[src/rtl/cpu_pkg.sv]
// Shared CPU definitions: datapath widths, the opcodes the upstream write-enable
// decode keys on, and the write-port grant encoding.
package cpu_pkg;

    localparam int unsigned XLEN       = 32;
    localparam int unsigned REG_ADDR_W = 5;

    typedef enum logic [6:0] {
        LOAD = 7'b0000011,
        IMM  = 7'b0010011,
        REG  = 7'b0110011
    } opcode_e;

    typedef enum logic [1:0] {
        GNT_NONE,
        GNT_ALU,
        GNT_LD
    } wb_gnt_e;

endpackage

[src/rtl/wb_ret_fifo.sv]
// Load-return FIFO of {rd, data} entries with an occupancy count and per-slot
// rd/valid taps so pending destinations can be looked up combinationally.
module wb_ret_fifo
    import cpu_pkg::*;
#(
    parameter int unsigned XLEN  = cpu_pkg::XLEN,
    parameter int unsigned DEPTH = 2
) (
    input  logic                                clk,
    input  logic                                rst,
    input  logic                                push,
    input  logic [REG_ADDR_W-1:0]               push_rd,
    input  logic [XLEN-1:0]                     push_data,
    input  logic                                pop,
    output logic [REG_ADDR_W-1:0]               head_rd,
    output logic [XLEN-1:0]                     head_data,
    output logic [$clog2(DEPTH):0]              count,
    output logic                                full,
    output logic [DEPTH-1:0][REG_ADDR_W-1:0]    ent_rd,
    output logic [DEPTH-1:0]                    ent_valid
);

    localparam int unsigned PW = $clog2(DEPTH);
    localparam int unsigned CW = PW + 1;

    logic [PW-1:0]                       wptr;
    logic [PW-1:0]                       rptr;
    logic [CW-1:0]                       cnt;
    logic [DEPTH-1:0][REG_ADDR_W-1:0]    rd_q;
    logic [DEPTH-1:0][XLEN-1:0]          data_q;
    logic [DEPTH-1:0]                    vld_q;

    // Payload registers are not reset; vld_q and cnt alone define occupancy.
    always_ff @(posedge clk) begin
        if (rst) begin
            wptr  <= '0;
            rptr  <= '0;
            cnt   <= '0;
            vld_q <= '0;
        end else begin
            if (push) begin
                rd_q[wptr]   <= push_rd;
                data_q[wptr] <= push_data;
                vld_q[wptr]  <= 1'b1;
                wptr         <= wptr + PW'(1);
            end
            if (pop) begin
                vld_q[rptr] <= 1'b0;
                rptr        <= rptr + PW'(1);
            end
            unique case ({push, pop})
                2'b10:   cnt <= cnt + CW'(1);
                2'b01:   cnt <= cnt - CW'(1);
                default: cnt <= cnt;
            endcase
        end
    end

    assign head_rd   = rd_q[rptr];
    assign head_data = data_q[rptr];
    assign count     = cnt;
    assign full      = (cnt == CW'(DEPTH));
    assign ent_rd    = rd_q;
    assign ent_valid = vld_q;

endmodule

[src/rtl/wb_port_arbiter.sv]
// Shares the register-file write port between the in-order ALU writeback and
// queued load returns; loads win unless the ALU has been starved MAX_STALL cycles.
module wb_port_arbiter
    import cpu_pkg::*;
#(
    parameter int unsigned XLEN      = cpu_pkg::XLEN,
    parameter int unsigned DEPTH     = 2,
    parameter int unsigned MAX_STALL = 4
) (
    input  logic                        clk,
    input  logic                        rst,
    input  logic                        alu_valid,
    input  logic [REG_ADDR_W-1:0]       alu_rd,
    input  logic [XLEN-1:0]             alu_data,
    output logic                        alu_stall,
    input  logic                        ld_valid,
    input  logic [REG_ADDR_W-1:0]       ld_rd,
    input  logic [XLEN-1:0]             ld_data,
    output logic                        ld_ready,
    output logic                        rf_we,
    output logic [REG_ADDR_W-1:0]       rf_waddr,
    output logic [XLEN-1:0]             rf_wdata,
    input  logic [REG_ADDR_W-1:0]       q_rs,
    output logic                        q_pending,
    output logic [$clog2(DEPTH):0]      fifo_count
);

    localparam int unsigned SW = $clog2(MAX_STALL + 1);

    wb_gnt_e                             gnt;
    logic                                alu_req;
    logic                                ld_avail;
    logic                                push;
    logic                                pop;
    logic                                full;
    logic [REG_ADDR_W-1:0]               head_rd;
    logic [XLEN-1:0]                     head_data;
    logic [DEPTH-1:0][REG_ADDR_W-1:0]    ent_rd;
    logic [DEPTH-1:0]                    ent_valid;
    logic [SW-1:0]                       stall_cnt;

    assign alu_req  = alu_valid && (alu_rd != '0);
    // Entries about to be discarded by reset must not reach the register file.
    assign ld_avail = (fifo_count != '0) && !rst;
    assign ld_ready = !full;
    assign push     = ld_valid && ld_ready && (ld_rd != '0);
    assign pop      = (gnt == GNT_LD);

    wb_ret_fifo #(
        .XLEN  (XLEN),
        .DEPTH (DEPTH)
    ) u_fifo (
        .clk       (clk),
        .rst       (rst),
        .push      (push),
        .push_rd   (ld_rd),
        .push_data (ld_data),
        .pop       (pop),
        .head_rd   (head_rd),
        .head_data (head_data),
        .count     (fifo_count),
        .full      (full),
        .ent_rd    (ent_rd),
        .ent_valid (ent_valid)
    );

    always_comb begin
        gnt = GNT_NONE;
        if (!ld_avail) begin
            if (alu_req) gnt = GNT_ALU;
        end else if (alu_req && (stall_cnt == SW'(MAX_STALL))) begin
            gnt = GNT_ALU;
        end else begin
            gnt = GNT_LD;
        end

        rf_we     = (gnt != GNT_NONE);
        rf_waddr  = '0;
        rf_wdata  = '0;
        alu_stall = alu_req && (gnt != GNT_ALU);
        unique case (gnt)
            GNT_ALU: begin
                rf_waddr = alu_rd;
                rf_wdata = alu_data;
            end
            GNT_LD: begin
                rf_waddr = head_rd;
                rf_wdata = head_data;
            end
            default: ;
        endcase
    end

    always_ff @(posedge clk) begin
        if (rst) begin
            stall_cnt <= '0;
        end else if (!alu_req || (gnt == GNT_ALU)) begin
            stall_cnt <= '0;
        end else if (stall_cnt != SW'(MAX_STALL)) begin
            stall_cnt <= stall_cnt + SW'(1);
        end
    end

    always_comb begin
        q_pending = 1'b0;
        for (int unsigned i = 0; i < DEPTH; i++) begin
            if (ent_valid[i] && (ent_rd[i] == q_rs)) q_pending = 1'b1;
        end
        if (q_rs == '0) q_pending = 1'b0;
    end

endmodule

[config.mk]
export PLATFORM = sky130hd
export DESIGN_NAME = wb_port_arbiter
export DESIGN_NICKNAME = d
export VERILOG_FILES = /design/src/rtl/cpu_pkg.sv /design/src/rtl/wb_ret_fifo.sv /design/src/rtl/wb_port_arbiter.sv
export SDC_FILE = /design/constraint.sdc
export NUM_CORES = 1
export LEC_CHECK = 0
export ABC_AREA = 1
export BUFFER_PORTS_ARGS = -buffer_cell sky130_fd_sc_hd__buf_2
export CAP_MARGIN = 40
export CORE_MARGIN = 3
export CORE_UTILIZATION = 25
export CTS_BUF_LIST = sky130_fd_sc_hd__clkbuf_8
export DETAILED_ROUTE_END_ITERATION = 16
export HOLD_SLACK_MARGIN = 0.03
export PLACE_DENSITY = 0.5
export SETUP_SLACK_MARGIN = 0.05
export SYNTH_ARGS = -nofsm -noshare
export SYNTH_HDL_FRONTEND = slang
export SYNTH_SLANG_ARGS = --single-unit
[constraint.sdc]
create_clock -name clk -period 7.7 [get_ports clk]
set_clock_uncertainty 0.2 [all_clocks]
set_input_delay 1.54 -clock clk [delete_from_list [all_inputs] [get_ports clk]]
set_output_delay 1.54 -clock clk [all_outputs]
set_load 0.1 [all_outputs]
Word-level counts from Yosys, hierarchy flattened
Cells that the tools add are included.
{"block": "totals", "reg_bits": 83, "in_bits": 83}
{"block": "classes", "addsub": 5, "n_lt_le_gt_ge": 4, "n_eq_ne": 10, "muxes": 26, "bitwise": 4, "reduce_logical": 22}
{"operator": "32-bit two-way mux", "n": 3}
{"operator": "64-bit bitwise mux", "n": 1}
{"operator": "32-bit case mux with 2 select lines", "n": 1}
{"operator": "32-bit demux with 1-bit select", "n": 1}
{"operator": "5-bit two-way mux", "n": 3}
{"operator": "10-bit bitwise mux", "n": 1}
{"operator": "5-bit equality test", "n": 2}
{"operator": "1-bit logical AND", "n": 10}
{"operator": "2-bit two-way mux", "n": 5}
{"operator": "5-bit case mux with 2 select lines", "n": 1}
{"operator": "5-bit nonzero test", "n": 2}
{"operator": "2-bit equality test, second input constant", "n": 3}
{"operator": "1-bit two-way mux", "n": 6}
{"operator": "2-bit nonzero test", "n": 3}
{"operator": "5-bit demux with 1-bit select", "n": 1}
{"operator": "5-bit logical NOT", "n": 1}
{"operator": "2-bit by 1-bit equality test with 1-bit output, second input constant", "n": 2}
{"operator": "1-bit by 2-bit < comparator with 1-bit output, second input constant", "n": 2}
{"operator": "2-bit case mux with 2 select lines", "n": 1}
{"operator": "3-bit by 1-bit adder with 3-bit output, second input constant", "n": 1}
{"operator": "3-bit equality test, second input constant", "n": 1}
{"operator": "1-bit logical NOT", "n": 3}
{"operator": "3-bit inequality test, second input constant", "n": 1}
{"operator": "1-bit adder, second input constant", "n": 2}
{"operator": "other kinds (12)", "n": 14}

Depth between registers and ports, before layout
{"block": "logic_depth", "word_depth": 9, "mapped_depth": 13, "mapped_depth_nobuf": 12}

Modules after synthesis
Synthesis repeated with hierarchy kept, for this count alone.
{"block": "unflattened", "cells_unflattened": 448, "hier_area_um2": 3967.6}
{"module": "wb_ret_fifo", "n_inst": 1, "cells_each": 236, "area_per_inst_um2": 2976.6, "seq_area_each_um2": 2342.2}
{"module": "wb_port_arbiter", "n_inst": 1, "cells_each": 212, "area_per_inst_um2": 991.0, "seq_area_each_um2": 60.1}

Worst setup path before layout
OpenSTA, ideal clock, no wires.
{"block": "synth_path", "path_kind": "in2reg", "start": "input ld_valid", "end": "register u_fifo.data_q[32] (netlist bit) (enable)", "setup_time_ps": 477, "arrival_time_ps": 4437, "t_required_ps": 7023, "path_slack_ps": 2586, "stages": 3, "path_buffers": 0, "cell_sequence": "a21boi_0 > nand2_1 > nor3_1"}
{"block": "synth_via", "elab_chain_len": 3}
{"item": "from (decl)", "line": "wb_port_arbiter.sv:16", "rtl": "input logic ld_valid,"}
{"item": "1-bit logical AND (2 in series)", "line": "wb_port_arbiter.sv:46", "rtl": "assign push = ld_valid && ld_ready && (ld_rd != '0);"}
{"item": "2-bit AND reduction (no line)"}
{"item": "to (signal, indexed assignment)", "line": "wb_ret_fifo.sv:43", "rtl": "data_q[wptr] <= push_data;"}
{"item": "to (decl)", "line": "wb_ret_fifo.sv:30", "rtl": "logic [DEPTH-1:0][XLEN-1:0] data_q;"}
No other way between the ends.
A chain may end at the register's enable or synchronous reset.

Final worst setup path
{"block": "layout_path", "start": "input alu_rd[4]", "end": "output alu_stall"}
{"block": "layout_via", "elab_chain_len": 7, "elab_cells_between_ends": 8, "cone_classes": "eq/ne: 1; mux: 3; reduce/logical: 4"}
{"item": "from (decl)", "line": "wb_port_arbiter.sv:13", "rtl": "input logic [REG_ADDR_W-1:0] alu_rd,"}
{"item": "5-bit nonzero test (*)", "line": "wb_port_arbiter.sv:42", "rtl": "assign alu_req = alu_valid && (alu_rd != '0);"}
{"item": "1-bit logical AND (*)", "line": "wb_port_arbiter.sv:42"}
{"item": "1-bit logical AND", "line": "wb_port_arbiter.sv:71", "rtl": "end else if (alu_req && (stall_cnt == SW'(MAX_STALL))) begin"}
{"item": "2-bit two-way mux", "line": "wb_port_arbiter.sv:71"}
{"item": "2-bit two-way mux", "line": "wb_port_arbiter.sv:69", "rtl": "if (!ld_avail) begin"}
{"item": "2-bit by 1-bit inequality test with 1-bit output", "line": "wb_port_arbiter.sv:80", "rtl": "alu_stall = alu_req && (gnt != GNT_ALU);"}
{"item": "1-bit logical AND (*)", "line": "wb_port_arbiter.sv:80"}
{"item": "to (decl)", "line": "wb_port_arbiter.sv:15", "rtl": "output logic alu_stall,"}
Mark *: on every way between the ends. The rest lies on a longest branch, timed or not.

==> impl_results.rst <==
.. list-table::
   :header-rows: 1

   * - Metric
     - Value
   * - Worst Setup SP
     - alu_rd[4]
   * - Hold path endpoint
     - stall_cnt[0]
   * - Final worst hold slack
     - roughly 0.26 ns
   * - Count of nets after finishing
     - 571
   * - Max transition margin
     - between 50% and 60%
   * - Antenna violations before repair
     - 1
   * - FMAX
     - 193 MHz
   * - Total via count after detailed routing
     - around 2,800
   * - Synth Area in Adders
     - 0.982%
   * - Worst stage delay on the critical path
     - ~0.55 ns
   * - Portion of the clock cycle consumed by the worst path in the final layout
     - about two thirds
   * - Clock slew seen by the registers of the worst setup and hold paths
     - around 0.09 ns
   * - Max-cap violations
     - 0
   * - Least-Margin Pin Slew
     - about 0.74 ns
   * - Number of max-slew violations in the final report
     - 0
   * - Flops & latches, synth
     - 83
   * - Number of hold buffers added after CTS
     - 0
   * - I/O pins
     - roughly 130
   * - Residual overflow from global routing
     - 0
   * - Commonest cells in the synthesized netlist
     - nand2_1 (140), edfxtp_1 (74), mux2_2 (33)
   * - DRT iter0 DRCs
     - approximately 110
   * - Setup repair after global routing missed its margin
     - no
   * - Hpwl dp
     - around 6600 um
   * - Synth Area in XOR/XNOR
     - 0.917%
   * - Setup violators final
     - 0
   * - Y dimension of the die
     - 130 um
   * - Area growth from synthesis to final layout
     - 28.7%
   * - Post-layout min period
     - between 5 and 6 ns
   * - Class of the tightest hold or removal check
     - reg -> reg
   * - Multiplexer share of the synthesized area
     - 9.72%
   * - Endpoint required time on the critical path
     - ~6.0 ns
   * - Maximum number of pins on one net before global-route repair
     - 40
   * - Crit-path max FO
     - 39
   * - Share of the yosys chip area belonging to registers
     - between 60% and 70%
   * - Terminus of the critical flop-to-flop path
     - u_fifo.count[1]
   * - Final GP Congestion
     - 0.751
   * - Total design power
     - roughly 1600 uW
   * - Clock root cell
     - clkbuf_8
   * - Crit path DAT
     - 3.43 ns
   * - Routed via count divided by cell count
     - about 4.2
   * - Setup slack of the most critical reg-to-reg path
     - around 5 ns
   * - Cell count of the worst reg-to-reg path
     - 12
   * - Post-synthesis average cell area
     - approximately 11 sq um
   * - P_leak
     - 0.00219 uW
   * - Synth Warn #
     - 0
   * - ANT nets after route
     - 0
   * - Synth area leader
     - edfxtp_1
   * - Clock net sink count
     - 83
   * - CTS HTree Levels
     - 3
   * - Cell count after synthesis
     - 356
   * - CTS tree
     - built
   * - Dominant synthesized flop cell
     - edfxtp_1
   * - Hold path depth
     - 1
   * - Area of the core region
     - approximately 15,000 sq um
   * - Start point of the worst hold path
     - stall_cnt[0]
   * - Cell area power density
     - about 330 nW/um^2
   * - Crit path max-delay cell type
     - inv_2
   * - Worst IR Drop VDD
     - 0.000147 V
   * - Total negative slack
     - 0 ns
   * - Simple-Gate Fraction of Synth Area
     - 17.5%
   * - Dominant combinational cell family by area after synthesis
     - simple AND/OR/NAND/NOR gates
   * - Overall track demand over capacity in global routing
     - roughly 11%
   * - Count of fill cells added during filler insertion
     - approximately 1,500
   * - FFs w/ async S/R, synth
     - 0%
   * - Die span in x
     - approximately 130 um
   * - Vias in the first global route
     - roughly 2,800
   * - Die area
     - about 17,000 sq um
   * - Number of post-CTS setup repair buffers
     - 0
   * - Number of nets in the synthesized netlist
     - between 400 and 500
   * - Area fraction of the dominant cell type after synthesis
     - between 50% and 60%
   * - Clock tree buffer depth
     - 2
   * - Number of remaining DRC errors
     - 0
   * - Cell Chain, Critical Path
     - buf_2, nor2_1, nand3_1, nand3_1, nand2_2, inv_2, nand2_1, inv_1, buf_2
   * - Ratio of cells with drive above 1 in the final layout
     - a little under two fifths
   * - Antenna cell count
     - 0
   * - Startpoint-to-endpoint class of the critical path
     - in -> out
   * - Skew-Pair Late Insertion Delay
     - between 0.3 and 0.4 ns
   * - Cell area after synthesis
     - ~3800 sq um
   * - Count of TritonRoute iterations in the first routing pass
     - 4
   * - Number of I/O port buffers
     - around 130
   * - Effective utilization at floorplan
     - ~26%
   * - Number of buffers added by the clock tree synthesis step
     - 9
   * - Fraction of the mapped netlist area in compound gates
     - 3.34%
   * - Total of cells resized after clock tree synthesis
     - 0
   * - Reg-to-Reg Start
     - stall_cnt[0]
   * - Dominant cells by area after synthesis
     - edfxtp_1 (58%), nand2_1 (14%), mux2_2 (9.7%), dfxtp_1 (4.7%), inv_1 (2.6%)
   * - Endpoint kind of the worst setup timing path
     - output port
   * - Number of synthesized flops with an enable pin
     - 74
   * - Number of library cell types mapped by synthesis
     - 21
   * - Outcome
     - finished clean
   * - Total area of multi-input combinational cells
     - between 1000 and 1500 sq um
   * - DR WL/cell
     - around 13 um
   * - Most frequently used cell type in the post-synthesis netlist
     - nand2_1
   * - Final Routed Wirelength
     - between 8000 and 9000 um
   * - Hold Vio Cnt, Final
     - 0
   * - Row count
     - between 40 and 50
   * - Area used by sequential logic in the layout
     - about 2400 sq um
   * - Kind of start point of the critical path
     - input pin
   * - Wire length of the first global-routing pass
     - 13,900 um
worst max-delay path, delay by kind of cell:
family | cells | cell delay, ns
buffers and inverters | 4 | 1.19
and+or+nand+nor | 5 | 0.70
cell families (layout without fill, tap and decap cells):
group	Yosys count	in the layout
AO/OA/AOI/OAI	20	20
buffers and inverters	40	174
adder cells (fa/ha/maj)	3	3
AND/OR/NAND/NOR	173	173
multiplexers	33	33
flip-flops	83	83
XOR/XNOR	4	4
per-stage QoR:
step / setup slack (ns) / instances / instance area, sq um / util, %
floorplan: 2.59 / 356 / 3820 / -
CTS: 2.47 / 674 / 4920 / 33.3
global placement: 2.48 / 655 / 4630 / 31.4
global route: 2.31 / 674 / 4920 / 33.3
finish: 2.53 / 674 / 4920 / 33.3
detailed placement: 2.47 / 658 / 4710 / 31.9
final cells by class:
class                   instances  area share [%]
flip-flops and latches         83            48.9
multi-input cells             233            25.5
repair buffers                130            14.6
clock buffers                   9            2.52
clock inverters                 7            1.73
well taps                     184            4.68
inverters                      28            2.14
layout by cell type (no fill, tap or decap):
| cell | Yosys | final |
|---|---|---|
| inv_2 | 2 | 2 |
| buf_16 | 0 | 2 |
| ha_1 | 3 | 3 |
| clkbuf_8 | 0 | 9 |
| buf_2 | 10 | 125 |
| buf_12 | 0 | 1 |
| o21bai_1 | 1 | 1 |
| bufinv_16 | 0 | 2 |
| xor2_1 | 4 | 4 |
| a21oi_4 | 2 | 2 |
| or2_2 | 1 | 1 |
| nand2_1 | 140 | 140 |
| dfxtp_2 | 0 | 1 |
| dfxtp_1 | 9 | 8 |
| a21oi_1 | 5 | 5 |
| clkinv_2 | 0 | 2 |
| nor3_1 | 2 | 1 |
| a21boi_0 | 1 | 1 |
| buf_4 | 0 | 2 |
| o21ai_0 | 11 | 11 |
| edfxtp_1 | 74 | 74 |
| nand2_2 | 1 | 1 |
| nor3_2 | 0 | 1 |
| nor2_4 | 0 | 1 |
| nor2_1 | 21 | 20 |
| clkinvlp_4 | 0 | 1 |
| nand3b_1 | 1 | 1 |
| nand3_1 | 7 | 7 |
| inv_1 | 26 | 28 |
| mux2_2 | 33 | 33 |
how the worst max path moves through the flow:
stage                        end  slack (ns)  depth (start not counted)
4_1_cts                alu_stall        2.47                          9
2_1_floorplan  u_fifo.data_q[32]        2.59                          3
3_3_place_gp        rf_wdata[19]        2.48                          8
5_1_grt                alu_stall        2.31                          9
6_report               alu_stall        2.53                          9
3_5_place_dp           alu_stall        2.47                          9
state kept, by name, summed over array words and instances (netlist names):
signal	cells
u_fifo.wptr	1
u_fifo.ent_valid	2
stall_cnt	3
u_fifo.ent_rd	10
u_fifo.data_q	64
u_fifo.count	2
u_fifo.rptr	1
layer usage:
| layer | vias to the layer above | GRT usage, % | routed length [um] |
|---|---|---|---|
| met4 | 2 | 5.13 | 188 |
| met2 | 82 | 17.9 | 4230 |
| li1 | 1435 | - | - |
| met5 | - | 0 | 7 |
| met1 | 1270 | 13.3 | 3930 |
| met3 | 15 | 3.34 | 604 |
power by group:
part / leakage (uW) / total [uW] / internal (uW) / switching, uW
Clock: 0.000112 / 336 / 179 / 157
Sequential: 0.000752 / 552 / 529 / 23.1
Combinational: 0.00133 / 727 / 146 / 581
No activity file was read; power rests on OpenSTA's default activity.
